==> config.mk <==
export PLATFORM = sky130hd
export DESIGN_NAME = timer_csr
export DESIGN_NICKNAME = d
export VERILOG_FILES = /design/src/rtl/timer_pkg.sv /design/src/rtl/timer_prescaler.sv /design/src/rtl/timer_csr.sv
export SDC_FILE = /design/constraint.sdc
export NUM_CORES = 1
export LEC_CHECK = 0
export ABC_AREA = 0
export CAP_MARGIN = 20
export CORE_ASPECT_RATIO = 1.4
export CORE_MARGIN = 10
export CORE_UTILIZATION = 40
export DETAILED_ROUTE_END_ITERATION = 10
export DONT_BUFFER_PORTS = 1
export MAX_ROUTING_LAYER = met4
export PLACE_DENSITY = 0.63
export SYNTH_ARGS = -nofsm -noshare
export SYNTH_HDL_FRONTEND = slang
export SYNTH_HIERARCHICAL = 1
export SYNTH_SLANG_ARGS = --single-unit
==> constraint.sdc <==
create_clock -name clk -period 1.8 [get_ports clk]
set_clock_uncertainty 0.15 [all_clocks]
set_input_delay 0.36 -clock clk [delete_from_list [all_inputs] [get_ports clk]]
set_output_delay 0.36 -clock clk [all_outputs]
set_load 0.005 [all_outputs]
==> src/rtl/timer_pkg.sv <==
// Shared definitions for the timer register front-end: register word
// addresses, CTRL/STATUS bit positions and the bus FSM state encoding.
package timer_pkg;

    // Register word addresses
    localparam int unsigned REG_CTRL     = 0;
    localparam int unsigned REG_PERIOD   = 1;
    localparam int unsigned REG_COUNT    = 2;
    localparam int unsigned REG_STATUS   = 3;
    localparam int unsigned REG_PRESCALE = 4;

    // CTRL register bit positions
    localparam int unsigned CTRL_START   = 2;
    localparam int unsigned CTRL_ENABLE  = 3;
    localparam int unsigned CTRL_IRQ_EN  = 4;
    localparam int unsigned CTRL_IRQ     = 5;
    localparam int unsigned CTRL_CNT_RST = 7;

    // STATUS register bit positions
    localparam int unsigned STAT_PENDING = 0;
    localparam int unsigned STAT_OVERRUN = 1;

    // Bus handshake FSM: accept in IDLE, answer in RESP
    typedef enum logic {
        ST_IDLE = 1'b0,
        ST_RESP = 1'b1
    } bus_state_e;

endpackage : timer_pkg

==> src/rtl/timer_prescaler.sv <==
// Programmable clock-enable generator. The counter runs 0..presc and
// emits a one-cycle tick when it reaches presc, then wraps. A clear
// request zeroes the counter and suppresses the tick in that cycle;
// while run is low the counter is parked at zero.
module timer_prescaler #(
    parameter int W = 16
) (
    input  logic         clk,
    input  logic         rst,
    input  logic         run,
    input  logic         clear,
    input  logic [W-1:0] presc,
    output logic         tick
);

    logic [W-1:0] cnt_q;
    logic [W-1:0] cnt_d;

    // Next count and tick: park/clear first, then compare-and-wrap
    always_comb begin
        cnt_d = cnt_q;
        tick  = 1'b0;
        if (!run || clear) begin
            cnt_d = '0;
        end else if (cnt_q == presc) begin
            tick  = 1'b1;
            cnt_d = '0;
        end else begin
            cnt_d = cnt_q + W'(1);
        end
    end

    // Counter register
    always_ff @(posedge clk or negedge rst) begin
        if (!rst) begin
            cnt_q <= '0;
        end else begin
            cnt_q <= cnt_d;
        end
    end

endmodule : timer_prescaler

==> src/rtl/timer_csr.sv <==
// Register front-end for the timer. Decodes single-beat CPU register
// accesses, holds the timer control registers, turns the timer's
// interrupt level into a sticky maskable interrupt with overrun
// tracking, and produces the prescaled tick the timer advances on.
module timer_csr
    import timer_pkg::*;
#(
    parameter int              ADDR_W    = 3,
    parameter int              DATA_W    = 16,
    parameter logic [DATA_W-1:0] PRESC_RST = '0
) (
    input  logic              clk,
    input  logic              rst,
    input  logic              req_valid,
    output logic              req_ready,
    input  logic              req_write,
    input  logic [ADDR_W-1:0] req_addr,
    input  logic [DATA_W-1:0] req_wdata,
    output logic              rsp_valid,
    output logic [DATA_W-1:0] rsp_rdata,
    output logic              rsp_err,
    output logic              tmr_start,
    output logic              tmr_enable,
    output logic              tmr_counter_rst,
    output logic [DATA_W-1:0] tmr_period,
    input  logic              tmr_interrupt,
    input  logic [DATA_W-1:0] tmr_counter,
    output logic              tick,
    output logic              irq
);

    bus_state_e        state_q, state_d;
    logic              start_q, start_d;
    logic              enable_q, enable_d;
    logic              irq_en_q, irq_en_d;
    logic [DATA_W-1:0] period_q, period_d;
    logic [DATA_W-1:0] presc_q, presc_d;
    logic              pending_q, pending_d;
    logic              overrun_q, overrun_d;
    logic              int_q, int_d;
    logic              cnt_rst_q, cnt_rst_d;
    logic              presc_wr_q, presc_wr_d;
    logic [DATA_W-1:0] rdata_q, rdata_d;
    logic              err_q, err_d;

    logic              accept;
    logic              pend_clr;
    logic              ovr_clr;
    logic              int_rise;
    logic              presc_clear;

    // Bus handshake, register decode, writes and read-data capture
    always_comb begin
        state_d    = state_q;
        start_d    = start_q;
        enable_d   = enable_q;
        irq_en_d   = irq_en_q;
        period_d   = period_q;
        presc_d    = presc_q;
        rdata_d    = rdata_q;
        err_d      = err_q;
        cnt_rst_d  = 1'b0;
        presc_wr_d = 1'b0;
        pend_clr   = 1'b0;
        ovr_clr    = 1'b0;
        accept     = (state_q == ST_IDLE) && req_valid;

        case (state_q)
            ST_IDLE: if (req_valid) state_d = ST_RESP;
            ST_RESP: state_d = ST_IDLE;
            default: state_d = ST_IDLE;
        endcase

        if (accept) begin
            rdata_d = '0;
            err_d   = 1'b0;
            case (req_addr)
                ADDR_W'(REG_CTRL): begin
                    rdata_d[CTRL_START]  = start_q;
                    rdata_d[CTRL_ENABLE] = enable_q;
                    rdata_d[CTRL_IRQ_EN] = irq_en_q;
                    rdata_d[CTRL_IRQ]    = pending_q;
                    if (req_write) begin
                        start_d   = req_wdata[CTRL_START];
                        enable_d  = req_wdata[CTRL_ENABLE];
                        irq_en_d  = req_wdata[CTRL_IRQ_EN];
                        pend_clr  = req_wdata[CTRL_IRQ];
                        cnt_rst_d = req_wdata[CTRL_CNT_RST];
                    end
                end
                ADDR_W'(REG_PERIOD): begin
                    rdata_d = period_q;
                    if (req_write) period_d = req_wdata;
                end
                ADDR_W'(REG_COUNT): begin
                    rdata_d = tmr_counter;
                end
                ADDR_W'(REG_STATUS): begin
                    rdata_d[STAT_PENDING] = pending_q;
                    rdata_d[STAT_OVERRUN] = overrun_q;
                    if (req_write) begin
                        pend_clr = req_wdata[STAT_PENDING];
                        ovr_clr  = req_wdata[STAT_OVERRUN];
                    end
                end
                ADDR_W'(REG_PRESCALE): begin
                    rdata_d = presc_q;
                    if (req_write) begin
                        presc_d    = req_wdata;
                        presc_wr_d = 1'b1;
                    end
                end
                default: begin
                    err_d = 1'b1;
                end
            endcase
            if (req_write) rdata_d = '0;
        end
    end

    // Interrupt edge capture: a rising edge beats a same-cycle clear,
    // and only counts as an overrun if pending survives the clear
    always_comb begin
        int_d     = tmr_interrupt;
        int_rise  = tmr_interrupt && !int_q;
        pending_d = pending_q;
        overrun_d = overrun_q;
        if (pend_clr) pending_d = 1'b0;
        if (ovr_clr)  overrun_d = 1'b0;
        if (int_rise) begin
            if (pending_q && !pend_clr) overrun_d = 1'b1;
            pending_d = 1'b1;
        end
    end

    // State, register and strobe flops
    always_ff @(posedge clk or negedge rst) begin
        if (!rst) begin
            state_q    <= ST_IDLE;
            start_q    <= 1'b0;
            enable_q   <= 1'b0;
            irq_en_q   <= 1'b0;
            period_q   <= '0;
            presc_q    <= PRESC_RST;
            pending_q  <= 1'b0;
            overrun_q  <= 1'b0;
            int_q      <= 1'b0;
            cnt_rst_q  <= 1'b0;
            presc_wr_q <= 1'b0;
            rdata_q    <= '0;
            err_q      <= 1'b0;
        end else begin
            state_q    <= state_d;
            start_q    <= start_d;
            enable_q   <= enable_d;
            irq_en_q   <= irq_en_d;
            period_q   <= period_d;
            presc_q    <= presc_d;
            pending_q  <= pending_d;
            overrun_q  <= overrun_d;
            int_q      <= int_d;
            cnt_rst_q  <= cnt_rst_d;
            presc_wr_q <= presc_wr_d;
            rdata_q    <= rdata_d;
            err_q      <= err_d;
        end
    end

    // Writing PRESCALE or pulsing the timer counter reset restarts the
    // prescale count in the same cycle the new settings appear
    assign presc_clear = presc_wr_q || cnt_rst_q;

    timer_prescaler #(
        .W(DATA_W)
    ) u_prescaler (
        .clk  (clk),
        .rst  (rst),
        .run  (start_q),
        .clear(presc_clear),
        .presc(presc_q),
        .tick (tick)
    );

    // Output mapping; response fields are only driven during RESP
    assign req_ready       = (state_q == ST_IDLE);
    assign rsp_valid       = (state_q == ST_RESP);
    assign rsp_rdata       = (state_q == ST_RESP) ? rdata_q : '0;
    assign rsp_err         = (state_q == ST_RESP) && err_q;
    assign tmr_start       = start_q;
    assign tmr_enable      = enable_q;
    assign tmr_counter_rst = cnt_rst_q;
    assign tmr_period      = period_q;
    assign irq             = pending_q && irq_en_q;

endmodule : timer_csr

==> results.toml, run 1 <==
[outcome]
outcome = "finished, violations left"
failed_checks = "negative hold slack, negative setup slack"

[cts]
cts_hold_buf = 1
cts_tree = "built"
htree_levels = 3
clk_latency_ns = 0.34
cts.clk_slew.worst_paths_ns = 0.06
cts-buffers-inserted = 9
cts_buffer_depth = 2
cts_root_buf = "clkbuf_16"
numClockSinks = 74

[routing]
highest_layer = "met4"
initialDrtViolationCount = 80
final_antenna_net_count = 0
wl_per_cell_um = 20.8
routedLengthMet1_mm = 4.16
wl_met2_mm = 5.68
dr.pass1.iters = 4
vias = 2864
routed_wl_mm = 10.8
remaining_drc_errors = 0
wl_met3_um = 631
vias_per_cell = 5.51

[floorplanning]
start_util = 0.414
fp.dieH_um = 138
io_pins = 80
die_area_um2 = 14300
coreArea_um2 = 9560
rows = 42
chipWidth_um = 104

[yosys]
yosys_warnings = 6
synth_fp_nets = 391
synth_cells = 350
seq_area_frac_synth = 0.468
synth-edff-count = 0
syn_area_um2 = 3960
synthArstFlopShare = 1.00
synth_cell_types = 49
ys.flop_type = "dfrtp_1"
synth.ff_latch_count = 74
syn_area_per_cell_um2 = 11.3

[setup_path]
crit_end = "tick"
cp_top_family = "simple AND/OR/NAND/NOR gates"
cp_cell_sequence = "xnor2_1 -> nand4_1 -> nor4_4 -> nor2b_4"
crit_path_start = "u_prescaler/cnt_q[10]"
start_kind = "flip-flop"
cpPeakStageDelay_ns = 0.39
reg2reg_to = "u_prescaler/cnt_q[15]"
cp_num_cells = 4
cp_data_required_time_ns = 1.29
r2r-start = "u_prescaler/cnt_q[10]"
crit_buf_inv = 0
worstSetupPathType = "flip-flop to primary output"
worstPathArrival_ns = 1.72
end_kind = "primary output"
crit_slowest_cell = "dfrtp_1"
r2r_setup_slack_ns = -0.10
cp_max_fo = 2
rr_worst_depth = 6

[pwr]
power.leakage_nw = 2.00
ir_drop_mv = 0.550
powerDensity_nw_per_um2 = 1030

[final_layout]
syn2layout_area_growth_pct = 24.3
fillers = 859
final_cell_area_um2 = 4920
antenna_cells = 0
nets = 424
layout-drive-gt1-share = 0.363
finish.utilization = 0.515
stdcell_count = 520

[flow_run]
maxCapViolations = 0

[timing]
slew_headroom = 0.730
period_share = 1.24
slew_violations = 0
worst-slew-pin-transition_ns = 0.404
whs_ns = -0.432
setup_ws_ns = -0.434
setup_violations = 17
rsz0062_at_grt = "yes"
period_minus_slack_ns = 2.23
fmax_mhz = 448
finalHoldViolCount = 74
setup_tns_ns = -1.68

[placement]
placed_area_um2 = 4250
port_buffers = 0
place_hpwl_mm = 7.79
post-place-cells = 494
gp_congestion = 0.870

[global_route]
grt_pass1_vias = 2861
grt_pass1_wl_mm = 15.9
grt.overflow.total = 0
grt_usage = 0.147
grt_max_degree = 75
antenna_found_initial = 0

[min_path]
min_path_type = "input port to asynchronous set/reset pin"
-- through the flow --
step / worst slack [ns] / hold slack, ns / total power, W
floorplan: -0.0497 / -0.0856 / 0.00262
CTS: -0.389 / -0.444 / 0.00500
detailed placement: -0.0408 / -0.0814 / 0.00287
finish: -0.434 / -0.432 / 0.00505
global placement: -0.0201 / -0.0819 / 0.00284
global route: -0.457 / -0.448 / 0.00525
-- sequential cells by signal, indices dropped and copies added (netlist names), 16 cells and up --
| register | flops |
|---|---|
| rdata_q | 16 |
| presc_q | 16 |
| u_prescaler/cnt_q | 16 |
| tmr_period | 16 |
-- placed cells by master, fill, tap and decap left out, types with 3 or more instances in the layout --
cell type,n
a221oi_1,9
a211oi_1,7
mux2_4,9
nand4_1,9
xor2_1,6
nor3_2,6
dfrtp_1,74
xnor2_1,19
and2_1,27
mux2_2,32
clkbuf_16,10
nor4bb_1,23
bufinv_16,3
buf_4,41
nand2_1,22
xnor2_2,4
inv_1,4
nand3_1,7
o21ai_0,20
nor3_4,9
-- repair_timing --
action	in CTS	in global routing
gates resized for setup	3	38
endpoints found under the hold margin	75	74
cloned	0	1
buffers inserted	0	8
setup endpoints to repair	3	27
pin swaps	1	21
-- cell type report --
cell class	instances	area [um^2]	share of cell area
Clock buffer	12	256	0.0521
Clock inverter	4	97.6	0.0198
Inverter	5	18.8	0.00381
Multi-Input combinational cell	247	2150	0.436
Sequential cell	74	1850	0.376
Tap cell	132	165	0.0336
Timing Repair Buffer	46	385	0.0783
-- metal layers --
metal,track usage,vias up
met2,0.248,70
met3,0.0491,23
met1,0.158,1429
met5,-,-
met4,0.0589,0
li1,-,1342
-- cell usage after synthesis (all sizes together), types with 2 or more instances --
cell type / number / area, um^2
buf: 9 / 77.6
a221oi: 9 / 78.8
or3: 2 / 12.5
nor2b: 2 / 12.5
and2: 27 / 169
nand4: 9 / 56.3
a211oi: 9 / 72.6
nor3: 15 / 75.1
xor2: 6 / 52.6
a21oi: 2 / 10.0
nor2: 4 / 17.5
nor3b: 3 / 33.8
o21ai: 22 / 110
nand2: 22 / 82.6
and3: 3 / 23.8
xnor2: 23 / 201
clkbuf: 15 / 66.3
mux2: 41 / 495
nand2b: 2 / 12.5
nand3: 8 / 45.0
and4: 2 / 22.5
inv: 5 / 18.8
nor4: 2 / 27.5
dfrtp: 74 / 1850
nor4bb: 23 / 230
-- power by group --
group          switching, W  total [W]  internal (W)
registers          0.000227    0.00211       0.00189
clock network      0.000687    0.00212       0.00143
logic              0.000335   0.000822      0.000487
-- worst min-delay path by stage --
stage | end | depth (start not counted) | slack [ns] | start
floorplan | err_q | 0 | -0.09 | rst
global placement | tmr_start | 0 | -0.08 | rst
detailed placement | presc_wr_q | 0 | -0.08 | rst
CTS | presc_q[0] | 0 | -0.44 | rst
global route | tmr_counter_rst | 0 | -0.45 | rst
finish | presc_q[0] | 0 | -0.43 | rst
-- logic make-up (layout without fill, tap and decap cells) --
logic type	count (synthesis)	after routing	share of synthesized area
XOR/XNOR	29	29	0.0641
buffers and inverters	29	67	0.0411
adder cells (fa/ha/maj)	1	1	0.00316
flip-flops	74	74	0.468
AND/OR/NAND/NOR	130	130	0.223
AO/OA/AOI/OAI	46	46	0.0762
multiplexers	41	41	0.125
No activity file was read; power rests on OpenSTA's default activity.
==> run 2, diff against run 1 <==
RECOVER_POWER = 100   (was default)
==> results.toml, run 2 (synthesis results as in run 1) <==
[outcome]
outcome = "finished, violations left"
failed_checks = "negative hold slack, negative setup slack"

[floorplanning]
fp.dieH_um = 138
io_pins = 80
coreArea_um2 = 9560
rows = 42
start_util = 0.414
die_area_um2 = 14300
chipWidth_um = 104

[final_layout]
syn2layout_area_growth_pct = 23.9
multiInputGateArea_um2 = 2140
layout_common_cells = "74 x dfrtp_1, 35 x buf_4, 32 x mux2_2, 26 x and2_1, 23 x nor4bb_1"
nets = 424
fillers = 864
seqCellArea_um2 = 1850
layout-drive-gt1-share = 0.356
final_common_cell = "dfrtp_1"

[routing]
wl_met2_mm = 5.73
wl_per_cell_um = 20.7
vias = 2884
routedLengthMet1_mm = 4.16
dr.pass1.iters = 4
vias_per_cell = 5.54
initialDrtViolationCount = 89
final_antenna_net_count = 0
routed_wl_mm = 10.8
remaining_drc_errors = 0
highest_layer = "met4"
wl_met3_um = 590

[cts]
cts_hold_buf = 1
cts_buffer_depth = 2
cts.clk_slew.worst_paths_ns = 0.06
numClockSinks = 74
htree_levels = 3
cts_root_buf = "clkbuf_16"
cts_tree = "built"
clk_latency_ns = 0.34
cts-buffers-inserted = 9

[timing]
setup_ws_ns = -0.394
slew_violations = 0
slew_headroom = 0.539
whs_ns = -0.427
setup_violations = 33
worst-slew-pin-transition_ns = 0.691
period_share = 1.22
fmax_mhz = 456
rsz0062_at_grt = "yes"
period_minus_slack_ns = 2.19
finalHoldViolCount = 74

[setup_path]
cp_top_family = "simple AND/OR/NAND/NOR gates"
cp_data_required_time_ns = 1.29
worstSetupPathType = "flip-flop to primary output"
cp_cell_sequence = "xnor2_1 -> nand4_1 -> nor4_4 -> nor2b_4"
cp_num_cells = 4
crit_buf_inv = 0
crit_slowest_cell = "dfrtp_1"
r2r-start = "rsp_valid"
cpPeakStageDelay_ns = 0.41
cp_max_fo = 3
crit_path_start = "presc_q[12]"
start_kind = "flip-flop"
end_kind = "primary output"
rr_worst_depth = 4
worstPathArrival_ns = 1.68

[placement]
gp_congestion = 0.870
port_buffers = 0
place_hpwl_mm = 7.79

[pwr]
power.leakage_nw = 1.99
ir_drop_mv = 0.536
powerDensity_nw_per_um2 = 1030
power_w = 0.00504

[global_route]
antenna_found_initial = 0
grt_pass1_vias = 2861
grt_pass1_wl_mm = 15.9
grt_max_degree = 75
grt_usage = 0.147
grt.overflow.total = 0

[flow_run]
maxCapViolations = 0

[min_path]
min_path_type = "input port to asynchronous set/reset pin"
-- run 2: per-layer routing --
metal | GRT usage | vias to the layer above
met1 | 0.158 | 1450
met2 | 0.248 | 69
li1 | - | 1346
met5 | - | -
met3 | 0.0491 | 19
met4 | 0.0589 | 0
-- run 2: where the power goes --
| group | switching, W | leakage (nW) | total (W) | internal [W] |
|---|---|---|---|---|
| sequential | 0.000228 | 0.964 | 0.00211 | 0.00189 |
| combinational | 0.000334 | 0.862 | 0.000817 | 0.000483 |
| clock | 0.000678 | 0.169 | 0.00211 | 0.00143 |
-- run 2: cell type report --
cell class              count  area share
diodes                      1    0.000510
clock buffers              12      0.0523
repair buffers             46      0.0755
multi-input cells         247       0.437
clock inverters             4      0.0199
well taps                 132      0.0337
flip-flops and latches     74       0.377
inverters                   5     0.00382
-- run 2: final timing paths --
kind,end,slack [ns]
setup / recovery,tick,-0.39
hold / removal,presc_q[0],-0.43
setup reg to reg,presc_q[3],-0.10
hold reg to reg,rdata_q[5],0.32
max in group asynchronous,u_prescaler/cnt_q[3],1.77
min in group clk,presc_q[13],0.02
-- run 2: repair_timing --
action	4_1_cts	5_1_grt
endpoints found under the setup margin	3	27
pin swaps	1	21
buffers inserted	0	8
resized for setup	3	38
hold endpoints to repair	75	74
cloned	0	1
-- run 2: metrics by stage --
stage / area [um^2] / setup slack (ns) / setup TNS (ns) / utilization / cells
after CTS: 4630 / -0.389 / -0.389 / 0.484 / 511
after global placement: 4250 / -0.0201 / -0.0408 / 0.445 / 494
after detailed placement: 4250 / -0.0408 / -0.0686 / 0.445 / 494
after floorplan: 3960 / -0.0497 / -0.0497 / - / 350
after global routing: 4900 / -0.457 / -5.90 / 0.513 / 520
final: 4910 / -0.394 / -2.17 / 0.513 / 521
